===== src/rtl/song_rom_arbiter_if.sv =====
// Song ROM arbiter bus: two read requesters, the shared ROM port and status.
// master = requester/ROM side, slave = arbiter side.
interface song_rom_arbiter_if #(
    parameter int ADDR_BITS = 10,
    parameter int DATA_BITS = 8
);
    // playback requester
    logic                 req_play;
    logic [ADDR_BITS-1:0] addr_play;
    logic                 ack_play;
    logic                 valid_play;
    logic [DATA_BITS-1:0] data_play;

    // VGA note-lookahead requester
    logic                 req_vga;
    logic [ADDR_BITS-1:0] addr_vga;
    logic                 ack_vga;
    logic                 valid_vga;
    logic [DATA_BITS-1:0] data_vga;

    // single-port song ROM
    logic [ADDR_BITS-1:0] rom_addr;
    logic [DATA_BITS-1:0] rom_data;

    // status
    logic                 vga_starved;

    modport master (
        output req_play, addr_play,
        output req_vga,  addr_vga,
        output rom_data,
        input  ack_play, valid_play, data_play,
        input  ack_vga,  valid_vga,  data_vga,
        input  rom_addr, vga_starved
    );

    modport slave (
        input  req_play, addr_play,
        input  req_vga,  addr_vga,
        input  rom_data,
        output ack_play, valid_play, data_play,
        output ack_vga,  valid_vga,  data_vga,
        output rom_addr, vga_starved
    );
endinterface


===== src/rtl/song_rom_arbiter.sv =====
// Song ROM arbiter: shares one pipelined single-port ROM between playback
// and VGA lookahead readers, playback first with a VGA starvation override.
//
// Ports:
//   clk_in  - system clock, all logic on posedge
//   rst_in  - synchronous active-high reset
//   bus     - slave side of song_rom_arbiter_if:
//             req/addr in, ack (same-cycle accept), valid pulse and held
//             data out, per requester; rom_addr out, rom_data in;
//             vga_starved high while the VGA wait counter is saturated.
module song_rom_arbiter #(
    parameter int ADDR_BITS    = 10,
    parameter int DATA_BITS    = 8,
    parameter int ROM_LATENCY  = 2,
    parameter int VGA_MAX_WAIT = 4
) (
    input  logic                 clk_in,
    input  logic                 rst_in,
    song_rom_arbiter_if.slave    bus
);
    localparam int WCW = $clog2(VGA_MAX_WAIT + 2);

    logic [WCW-1:0]         r_wait_cnt;
    logic [ADDR_BITS-1:0]   r_addr_hold;
    logic [ROM_LATENCY-1:0] r_tag_v;
    logic [ROM_LATENCY-1:0] r_tag_vga;
    logic                   r_valid_play;
    logic                   r_valid_vga;
    logic [DATA_BITS-1:0]   r_data_play;
    logic [DATA_BITS-1:0]   r_data_vga;

    logic                   w_starved;
    logic                   w_grant_play;
    logic                   w_grant_vga;
    logic                   w_accept;
    logic [ADDR_BITS-1:0]   w_rom_addr;
    logic                   w_ret_v;
    logic                   w_ret_vga;

    assign w_starved = (r_wait_cnt == WCW'(VGA_MAX_WAIT));

    // Playback wins ties unless VGA has waited its full budget.
    // Nothing is granted while reset is asserted.
    always_comb begin
        w_grant_vga  = 1'b0;
        w_grant_play = 1'b0;
        if (!rst_in) begin
            w_grant_vga  = bus.req_vga && (!bus.req_play || w_starved);
            w_grant_play = bus.req_play && !w_grant_vga;
        end
    end

    assign w_accept = w_grant_play | w_grant_vga;

    always_comb begin
        w_rom_addr = r_addr_hold;
        if (w_grant_vga) begin
            w_rom_addr = bus.addr_vga;
        end else if (w_grant_play) begin
            w_rom_addr = bus.addr_play;
        end
    end

    // Oldest tag lines up with rom_data for the read it belongs to.
    assign w_ret_v   = r_tag_v[ROM_LATENCY-1];
    assign w_ret_vga = r_tag_vga[ROM_LATENCY-1];

    always_ff @(posedge clk_in) begin
        if (rst_in) begin
            r_wait_cnt <= '0;
        end else if (bus.req_vga && !w_grant_vga) begin
            if (!w_starved) begin
                r_wait_cnt <= r_wait_cnt + WCW'(1);
            end
        end else begin
            r_wait_cnt <= '0;
        end
    end

    always_ff @(posedge clk_in) begin
        if (rst_in) begin
            r_addr_hold <= '0;
        end else if (w_accept) begin
            r_addr_hold <= w_rom_addr;
        end
    end

    // Owner tag shift pipeline; clearing it on reset drops in-flight reads.
    always_ff @(posedge clk_in) begin
        if (rst_in) begin
            r_tag_v   <= '0;
            r_tag_vga <= '0;
        end else begin
            r_tag_v[0]   <= w_accept;
            r_tag_vga[0] <= w_grant_vga;
            for (int i = 1; i < ROM_LATENCY; i++) begin
                r_tag_v[i]   <= r_tag_v[i-1];
                r_tag_vga[i] <= r_tag_vga[i-1];
            end
        end
    end

    always_ff @(posedge clk_in) begin
        if (rst_in) begin
            r_valid_play <= 1'b0;
            r_valid_vga  <= 1'b0;
            r_data_play  <= '0;
            r_data_vga   <= '0;
        end else begin
            r_valid_play <= w_ret_v && !w_ret_vga;
            r_valid_vga  <= w_ret_v && w_ret_vga;
            if (w_ret_v && !w_ret_vga) begin
                r_data_play <= bus.rom_data;
            end
            if (w_ret_v && w_ret_vga) begin
                r_data_vga <= bus.rom_data;
            end
        end
    end

    assign bus.ack_play    = w_grant_play;
    assign bus.ack_vga     = w_grant_vga;
    assign bus.rom_addr    = w_rom_addr;
    assign bus.valid_play  = r_valid_play;
    assign bus.valid_vga   = r_valid_vga;
    assign bus.data_play   = r_data_play;
    assign bus.data_vga    = r_data_vga;
    assign bus.vga_starved = w_starved;

endmodule


===== src/flat_wrapper.sv =====
// flat-port wrapper written by rule: the top's interface ports become plain ports
module song_rom_arbiter_flat 
#(
    parameter int ADDR_BITS    = 10,
    parameter int DATA_BITS    = 8,
    parameter int ROM_LATENCY  = 2,
    parameter int VGA_MAX_WAIT = 4
)
  (clk_in, rst_in, bus_req_play, bus_addr_play, bus_req_vga, bus_addr_vga, bus_rom_data, bus_ack_play, bus_valid_play, bus_data_play, bus_ack_vga, bus_valid_vga, bus_data_vga, bus_rom_addr, bus_vga_starved);
  song_rom_arbiter_if #(.ADDR_BITS(ADDR_BITS), .DATA_BITS(DATA_BITS)) bus_i ();
  input  logic clk_in;
  input  logic rst_in;
  input wire logic [$bits(bus_i.req_play)-1:0] bus_req_play;
  input wire logic [$bits(bus_i.addr_play)-1:0] bus_addr_play;
  input wire logic [$bits(bus_i.req_vga)-1:0] bus_req_vga;
  input wire logic [$bits(bus_i.addr_vga)-1:0] bus_addr_vga;
  input wire logic [$bits(bus_i.rom_data)-1:0] bus_rom_data;
  output wire logic [$bits(bus_i.ack_play)-1:0] bus_ack_play;
  output wire logic [$bits(bus_i.valid_play)-1:0] bus_valid_play;
  output wire logic [$bits(bus_i.data_play)-1:0] bus_data_play;
  output wire logic [$bits(bus_i.ack_vga)-1:0] bus_ack_vga;
  output wire logic [$bits(bus_i.valid_vga)-1:0] bus_valid_vga;
  output wire logic [$bits(bus_i.data_vga)-1:0] bus_data_vga;
  output wire logic [$bits(bus_i.rom_addr)-1:0] bus_rom_addr;
  output wire logic [$bits(bus_i.vga_starved)-1:0] bus_vga_starved;
  assign bus_i.req_play = bus_req_play;
  assign bus_i.addr_play = bus_addr_play;
  assign bus_i.req_vga = bus_req_vga;
  assign bus_i.addr_vga = bus_addr_vga;
  assign bus_i.rom_data = bus_rom_data;
  assign bus_ack_play = bus_i.ack_play;
  assign bus_valid_play = bus_i.valid_play;
  assign bus_data_play = bus_i.data_play;
  assign bus_ack_vga = bus_i.ack_vga;
  assign bus_valid_vga = bus_i.valid_vga;
  assign bus_data_vga = bus_i.data_vga;
  assign bus_rom_addr = bus_i.rom_addr;
  assign bus_vga_starved = bus_i.vga_starved;
  song_rom_arbiter #(.ADDR_BITS(ADDR_BITS), .DATA_BITS(DATA_BITS), .ROM_LATENCY(ROM_LATENCY), .VGA_MAX_WAIT(VGA_MAX_WAIT)) u_core (.clk_in(clk_in), .rst_in(rst_in), .bus(bus_i));
endmodule

===== config.mk =====
export PLATFORM = sky130hd
export DESIGN_NAME = song_rom_arbiter_flat
export DESIGN_NICKNAME = d
export VERILOG_FILES = /design/src/rtl/song_rom_arbiter_if.sv /design/src/rtl/song_rom_arbiter.sv /design/src/flat_wrapper.sv
export SDC_FILE = /design/constraint.sdc
export NUM_CORES = 1
export LEC_CHECK = 0
export ABC_AREA = 0
export BUFFER_PORTS_ARGS = -buffer_cell sky130_fd_sc_hd__buf_2
export CORE_MARGIN = 5
export CORE_UTILIZATION = 44
export DETAILED_ROUTE_END_ITERATION = 10
export PLACE_DENSITY = 0.77
export SLEW_MARGIN = 40
export SYNTH_ARGS = -nofsm -noshare
export SYNTH_HDL_FRONTEND = slang
export SYNTH_SLANG_ARGS = --single-unit

===== constraint.sdc =====
create_clock -name clk_in -period 1.4 [get_ports clk_in]
set_clock_uncertainty 0.05 [all_clocks]
set_input_delay 0.07 -clock clk_in [delete_from_list [all_inputs] [get_ports clk_in]]
set_output_delay 0.07 -clock clk_in [all_outputs]
set_load 0.02 [all_outputs]

* Yosys cells after proc, flatten, opt, wreduce, memory -nomap -nowiden
Index checks and enable logic that the tools add are counted.
** Word-level totals
- Flip-flop bits (word level) :: 35
- Output and inout bits :: 31
- Input bits :: 32
- Logic and storage cells :: 27
** Cells by class
- Eq/ne operators :: 1
- Muxes and demuxes :: 4
- Bitwise operators :: 2
- Add/sub/neg operators :: 1
- Reduce and logical (&&, ||, !) cells :: 11
** Operators by type and width (number)
- 10-bit 2-to-1 mux :: 2
- 1-bit logical AND :: 5
- 1-bit zero test :: 4
- 3-bit by 1-bit adder with 3-bit output, second input constant :: 1
- 3-bit == test, second input constant :: 1
- 1-bit 2-to-1 mux :: 2
- 2-bit OR reduction :: 1
- 1-bit logical OR :: 1
- 1-bit NOT :: 1
- 1-bit bitwise OR :: 1

* Longest topological paths before layout
Gate-level depths: netlist of run 1.
- Depth in word-level cells :: 8
- Mapped depth :: 6
- Depth with buffers taken out :: 5

* Worst setup path before layout of run 1
OpenSTA, ideal clock, no wires.
- Path type :: register to output
- Start point :: register u_core.r_wait_cnt[0]
- End point :: output port bus_rom_addr[1]
- Arrival time :: 1282 ps
- Slack :: -2 ps
- Path buffers :: 1
- Data required time :: 1280 ps
- Cell stages (with the launch flop) :: 7
- Path through :: dfxtp_1 > inv_1 > ha_1 > a21bo_4 > buf_12 > nand4b_2 > o211ai_1
** On the way
- Cells in the longest elaborated chain, start to end :: 8
- Elaborated cells between the ends (all ways) :: 9
- Those cells by class :: 1 x eq/ne; 4 x mux; 4 x reduce/logical
** Ends and longest elaborated chain
- start, declared :: RTL line song_rom_arbiter.sv:23 : logic [WCW-1:0] r_wait_cnt;
- start signal, assigned :: RTL line song_rom_arbiter.sv:73 : r_wait_cnt <= r_wait_cnt + WCW'(1);
- 3-bit == test (*) :: RTL line song_rom_arbiter.sv:40 : assign w_starved = (r_wait_cnt == WCW'(VGA_MAX_WAIT));
- 1-bit logical OR (*) :: RTL line song_rom_arbiter.sv:48 : w_grant_vga = bus.req_vga && (!bus.req_play || w_starved);
- 1-bit logical AND (*) :: RTL line song_rom_arbiter.sv:48
- 1-bit zero test :: RTL line song_rom_arbiter.sv:49 : w_grant_play = bus.req_play && !w_grant_vga;
- 1-bit logical AND :: RTL line song_rom_arbiter.sv:49
- 1-bit 2-to-1 mux :: RTL line song_rom_arbiter.sv:47 : if (!rst_in) begin
- 10-bit 2-to-1 mux :: RTL line song_rom_arbiter.sv:59 : end else if (w_grant_play) begin
- 10-bit 2-to-1 mux (*) :: RTL line song_rom_arbiter.sv:57 : if (w_grant_vga) begin
- end, declared :: RTL line flat_wrapper.sv:24 : output wire logic [$bits(bus_i.rom_addr)-1:0] bus_rom_addr;
Mark *: on every way between the ends. The rest lies on a longest branch, timed or not.

* Final worst setup path of run 1
- Start point :: register u_core.r_wait_cnt[0]
- End point :: output port bus_rom_addr[8]
Same word-level chain as after synthesis.

==> impl_results.md, run 1 <==
- Placed instance count: slightly below 300
- Count of final hold-check violations: 0
- # nets final: 300
- Failing checks: negative setup slack
- # DRC: 0
- Clock buffer count from CTS: 5
- Final Wtd Congestion: about 0.76
- Initial Utilization: 0.455
- Worst setup path start: u_core.r_wait_cnt[0]$_SDFFE_PP0N_
- Mapped Area: around 1700 um2
- Clock root buffer: clkbuf_8
- Area post-placement: 2060 um2
- Setup crit end: bus_rom_addr[8]
- Clk buf depth: 2
- Via count: 1654
- Final Slew Violations: 0
- Core Rows: 22
- Die height: 71.5 um
- Worst Reg-to-Reg Cells: 6
- Synth Area per Inst: 9.00 um2
- CP Class: flip-flop to output pin
- RSZ-0062 raised after global routing: yes
- Die Width: 71.5 um
- Htree depth: 2
- Slew headroom: 0.608
- Worst setup EP type: output pin
- DRT Pass-1 Iters: 5
- Max VDD drop: 0.682 mV
- WL/cell: 15.2 um
- Core area: 3660 um2
- Placed wire-length estimate: between 2000 and 3000 um
- Final min period: between 1500 and 2000 ps
- Number of vias per cell: about 5.3
- Synth area leaders: dfxtp_1 (42%), a311oi_2 (8.1%), nand3_1 (5.7%)
- Fillers: 273
- DR iter-0 viols: 77
- Clock sinks: 35
- Global-route wire length before repair: around 8000 um
- Share of layout cells above drive strength 1: 0.483
- Share of Yosys cell area claimed by the top area cell type: 0.421
- Power density cells: 897 nW/um2
- ANT nets after route: 0
- Number of synthesis warnings: 0
- GRT overflow: 0
- Worst Hold Class: input port to flip-flop
- CTS tree: yes
- Clock slew at reported path FFs: 70 ps
- Fmax: 0.594 GHz
- Number of port buffers: 62
- Initial antenna violation count: 0
- Leakage: 1.07 nW
- Worst Path Required: 1280 ps
- Worst Path Arrival: 1560 ps
- Post-route setup slack: -285 ps
- Synth Register Bits: 35
- Ports: 63
- Max-cap viol count: 0
- Vias in the first global route: 1718
- GRT Util Overall: 0.193
- Worst r2r dst: u_core.r_addr_hold[6]$_SDFFE_PP0P_
- Crit Reg-Reg Startpoint: u_core.r_wait_cnt[1]$_SDFFE_PP0N_
- Final core utilization: 0.682
- Post-Layout Cell Count: roughly 320
- DRT Wirelength: 4790 um
- Pin count of the biggest net entering global routing: 29
- Post-synthesis net count: 219
- Worst R2R Setup Slack: -60 ps
- Worst skew pair latency: 280 ps
- Finished Cell Area: 2500 um2
- Startpoint Class: flip-flop
- Slew @ Worst Pin: slightly below 600 ps
- Area Growth Syn to Fin: 49.9%
- Seq/Total Area, Yosys: 0.421
- Antenna fix cells: 0
- Area leader, netlist: dfxtp_1
- Max Fanout on Critical Path: 6
- Final Cycle Share: 1.20
- Post-synth cell types: 28
- Status: finished with violations
- Cells after Synth: 185
- Die ar.: 5120 um2
- Final setup vio count: 16
-- layout by cell type, fill, tap and decap left out, types with 3 or more instances in the layout --
master	count
nand3_1	8
nand2_1	25
nand3_4	8
buf_2	49
a311oi_2	9
inv_1	11
dfxtp_1	33
nand4b_1	4
o211ai_1	10
clkbuf_8	5
nor2b_1	4
a21oi_1	16
buf_4	25
dlygate4sd3_1	6
nand4b_2	6
nor2_1	13
nand3_2	3
buf_6	5
-- synthesized netlist by cell type, drive strengths merged --
| library cell | number |
|---|---|
| inv | 13 |
| a21oi | 16 |
| or2 | 1 |
| mux2i | 1 |
| nor2 | 13 |
| nand2 | 25 |
| o211ai | 10 |
| a21bo | 1 |
| nor3 | 2 |
| a311oi | 10 |
| and2 | 2 |
| nor3b | 1 |
| buf | 13 |
| nand3 | 19 |
| clkbuf | 2 |
| ha | 2 |
| dfxtp | 35 |
| nand2b | 2 |
| nor2b | 7 |
| nand4b | 10 |
-- worst min path at each step --
stage | from | to | slack, ps | cells after the start
3_5_place_dp | bus_rom_data[0] | u_core.bus.data_play[0]$_SDFFE_PP0P_ | 290 | 3
3_3_place_gp | bus_rom_data[0] | u_core.bus.data_play[0]$_SDFFE_PP0P_ | 280 | 3
5_1_grt | bus_rom_data[2] | u_core.bus.data_vga[2]$_SDFFE_PP0P_ | 1 | 3
6_report | bus_rom_data[2] | u_core.bus.data_play[2]$_SDFFE_PP0P_ | 7 | 3
4_1_cts | bus_rom_data[2] | u_core.bus.data_vga[2]$_SDFFE_PP0P_ | 0.01 | 3
2_1_floorplan | bus_rom_data[0] | u_core.bus.data_play[0]$_SDFFE_PP0P_ | 160 | 2
-- cells by family after synthesis --
family                     count (synthesis)  share of synthesized area
DFF                                       35                      0.421
muxes                                      1                    0.00601
buffers and inverters                     28                     0.0924
and+or+nand+nor                           82                      0.276
AOI/OAI and AO/OA                         37                      0.189
adders and majority gates                  2                     0.0150
-- metal layers --
| metal | part of all wire | global-route usage | wire length [um] |
|---|---|---|---|
| met2 | 0.48 | 0.332 | 2290 |
| met4 | 0.036 | 0.100 | 173 |
| met3 | 0.088 | 0.0645 | 422 |
| met1 | 0.40 | 0.209 | 1910 |
| met5 | 0 | 0 | 0 |
-- state kept, by name, summed over array words and instances (netlist names) --
name and count:
u_core.bus.data_play 8, u_core.bus.valid_vga 1, u_core.r_tag_v 2, u_core.bus.valid_play 1
u_core.bus.data_vga 8, u_core.r_tag_vga 2, u_core.r_wait_cnt 3, u_core.r_addr_hold 10
-- layout make-up --
cell class,count,area (um2),share of cell area
well taps,48,60.1,0.0241
repair buffers,88,617,0.247
flip-flops and latches,35,703,0.282
clock buffers,6,72.6,0.0291
clock inverters,2,12.5,0.00501
multi-input cells,123,982,0.393
inverters,13,48.8,0.0195
-- where the power goes --
| part | internal (mW) | switching, mW | total (mW) |
|---|---|---|---|
| Sequential | 1.04 | 0.0224 | 1.06 |
| Clock | 0.347 | 0.356 | 0.704 |
| Combinational | 0.216 | 0.257 | 0.473 |
-- timing repair --
| item | CTS | global route |
|---|---|---|
| hold endpoints to repair | 9 | 0 |
| buffers inserted | 5 | 4 |
| gates resized for setup | 43 | 7 |
| hold buffers | 6 | 0 |
| pin swaps | 16 | 13 |
| gates cloned | 2 | 0 |
| setup endpoints to repair | 14 | 18 |
-- through the flow --
stage	setup WS (ps)	hold WS, ps	total power [mW]	setup TNS, ps
2_1_floorplan	4.75	156	1.33	0
5_1_grt	-356	1.07	2.34	-3900
6_report	-285	7.33	2.24	-2840
3_5_place_dp	-34.9	289	1.46	-165
4_1_cts	-231	0.0136	2.24	-2480
3_3_place_gp	-120	283	1.45	-1950
-- worst max-delay path, stage by stage (launching register included) --
cell	delay, ps
dfxtp_2	330
inv_2	40
ha_4	170
a21bo_4	260
nand4b_1	140
o211ai_1	140
buf_4	190
Note: power is estimated with default switching activity, not from simulation.
==> run 2, diff against run 1 <==
--- a/config.mk
+++ b/config.mk
@@ -7,10 +7,14 @@
 export LEC_CHECK = 0
 export ABC_AREA = 0
 export BUFFER_PORTS_ARGS = -buffer_cell sky130_fd_sc_hd__buf_2
+export CAP_MARGIN = 20
+export CELL_PAD_IN_SITES_DETAIL_PLACEMENT = 1
+export CELL_PAD_IN_SITES_GLOBAL_PLACEMENT = 2
+export CORE_ASPECT_RATIO = 0.9
 export CORE_MARGIN = 5
-export CORE_UTILIZATION = 44
+export CORE_UTILIZATION = 25
 export DETAILED_ROUTE_END_ITERATION = 10
-export PLACE_DENSITY = 0.77
+export PLACE_DENSITY = 0.76
 export SLEW_MARGIN = 40
 export SYNTH_ARGS = -nofsm -noshare
 export SYNTH_HDL_FRONTEND = slang
==> impl_results.md, run 2 (synthesis results as in run 1) <==
- Status: finished with violations
- Failing checks: negative setup slack
- CP Cell Sequence: inv_2, ha_4, a21bo_4, nand4b_1, o211ai_1, buf_4
- ANT nets after route: 0 (unchanged)
- Core Rows: 28 (+27%)
- # DRC: 0 (unchanged)
- Clk buf depth: 2 (unchanged)
- # nets final: 308 (+2.7%)
- Worst Path Arrival: 1550 ps (about the same)
- Sw Share: 0.281 (-0.00347)
- Fin Hold WS: 8.37 ps (+1.04 ps)
- Largest register FFs: 10 (unchanged)
- Final Wtd Congestion: 0.745 (-2.4%)
- Die ar.: 8400 um2 (+64%)
- Ports: 63 (unchanged)
- Clock root buffer: clkbuf_8
- Vias in the first global route: 1825 (+6.2%)
- Final setup vio count: 17 (+1)
- Max Fanout on Critical Path: 7 (+1)
- Number of vias per cell: 4.70 (-10%)
- Area Growth Syn to Fin: 57.3%
- Initial Utilization: 0.256 (-0.199)
- Area post-placement: 2130 um2 (+3.3%)
- Commonest non-fill, non-tap cell in the layout: buf_2
- Power density cells: 849 nW/um2 (-5.3%)
- Switching pwr: 0.624 mW (-1.9%)
- Final min period: 1670 ps (-18.1 ps)
- Final core utilization: 0.402 (-0.280)
- Logic pwr share: 0.223 (+0.012)
- Initial antenna violation count: 0 (unchanged)
- Leakage: 1.11 nW (+3.5%)
- Post-route setup slack: -266 ps (+18.1 ps)
- Hold_sp: bus_rom_data[1]
- Number of port buffers: 62 (unchanged)
- RSZ-0062 raised after global routing: yes
- Core area: 6520 um2 (+78%)
- Worst Hold Class: input port to flip-flop
- Multi-input gate area: 987 um2 (+0.51%)
- Fmax: 0.600 GHz (+1.1%)
- Die Width: 96.0 um (+34%)
- DRT Wirelength: 5590 um (+17%)
- Startpoint Class: flip-flop
- Most frequent cells in the layout: buf_2 (49), dfxtp_1 (32), buf_4 (28), nand2_1 (25), a21oi_1 (16)
- Clock buffer count from CTS: 5 (unchanged)
- Share of layout cells above drive strength 1: 0.487 (+0.00403)
- WL/cell: 15.4 um (+1.3%)
- CTS tree: yes
- Final Cycle Share: 1.19 (-0.0129)
- Worst skew pair latency: 280 ps (about the same)
- Flop pwr share: 0.477 (+0.003)
- Fillers: 774 (+180%)
- FF/Latch Area: 704 um2 (+0.18%)
- GRT overflow: 0 (unchanged)
- Int Pwr: 1.60 mW (-0.17%)
- Crit Reg-Reg Startpoint: u_core.r_wait_cnt[1]$_SDFFE_PP0N_
- Worst setup path start: u_core.r_wait_cnt[1]$_SDFFE_PP0N_
- DRT Pass-1 Iters: 4 (-1)
- Max VDD drop: 0.272 mV (-60%)
- Worst Path Required: 1280 ps (about the same)
- Count of final hold-check violations: 0 (unchanged)
- Slew @ Worst Pin: 592 ps (+5.30 ps)
- GRT Util Overall: 0.141 (-0.0521)
- Finished Cell Area: 2620 um2 (+5.0%)
- Antenna fix cells: 0 (unchanged)
- CP Class: flip-flop to output pin
- DR iter-0 viols: 26 (-66%)
- Die height: 87.4 um (+22%)
- Worst setup EP type: output pin
- Global-route wire length before repair: 9110 um (+17%)
- Placed wire-length estimate: 3520 um (+22%)
- Final Slew Violations: 0 (unchanged)
- Clock slew at reported path FFs: 70 ps (about the same)
- Via count: 1706 (+3.1%)
- Slew headroom: 0.605 (-0.00354)
- Clk pwr share: 0.299 (-0.015)
- Pin count of the biggest net entering global routing: 22 (-24%)
- Overall Power: 2.22 mW (-0.65%)
- Htree depth: 2 (unchanged)
- Max-cap viol count: 0 (unchanged)
- Largest Register: u_core.r_addr_hold
- Slowest stage cell, crit path: dfxtp_2
- Largest stage delay, worst path: 340 ps (about the same)
- Clock sinks: 35 (unchanged)
## run 2: changes by cell type in the layout (fill, tap and decap cells not counted), sizes merged
cell	delta
clkinv	-1
dlygate4sd3	+1
buf	+7
clkinvlp	-1
## run 2: what timing repair did
action	in CTS	in global routing
endpoints found under the setup margin	23	19
gates cloned	2	0
setup buffers	8	5
hold buffers	7	0
resized for setup	47	9
pin swaps	22	11
endpoints found under the hold margin	7	0
## run 2: power groups by stage
stage                     Clock, mW  Combinational [mW]  Sequential (mW)
after floorplan                   0               0.234             1.09
after global placement            0               0.390             1.08
after detailed placement          0               0.393             1.08
after CTS                     0.700               0.477             1.06
after global routing          0.727               0.539             1.07
final                         0.666               0.496             1.06
## run 2: critical path: cells and delay by family, from the launching register on
family / cells / cell delay [ps]
buffers and inverters: 2 / 230
DFF: 1 / 340
and+or+nand+nor: 1 / 140
adders and majority gates: 1 / 170
AOI/OAI and AO/OA: 2 / 380
## run 2: layout make-up
class,count,area share
sequential,35,0.269
clock buffer,6,0.0277
tap,90,0.0430
inverter,13,0.0186
multi-input combinational,123,0.377
timing repair buffer,96,0.265
## run 2: stage by stage
stage / TNS, ps / setup slack [ps] / instances
2_1_floorplan: 0 / 4.75 / 185
3_3_place_gp: -3030 / -211 / 337
3_5_place_dp: -674 / -70.9 / 337
4_1_cts: -2790 / -259 / 360
5_1_grt: -4180 / -351 / 363
6_report: -2770 / -266 / 363
## run 2: routing by layer
layer,vias up,GRT usage,share of wire
met5,-,0,0
met2,61,0.249,0.49
met1,817,0.168,0.43
met4,0,0.0388,0.011
met3,7,0.0328,0.066
li1,821,-,-
## run 2: worst paths after layout
path	to	slack, ps	depth (start not counted)
setup / recovery	bus_rom_addr[7]	-270	6
hold / removal	u_core.bus.data_play[1]$_SDFFE_PP0P_	8	3
setup reg to reg	u_core.r_addr_hold[6]$_SDFFE_PP0P_	-90	6
hold reg to reg	u_core.r_tag_v[1]$_SDFF_PP0_	390	1
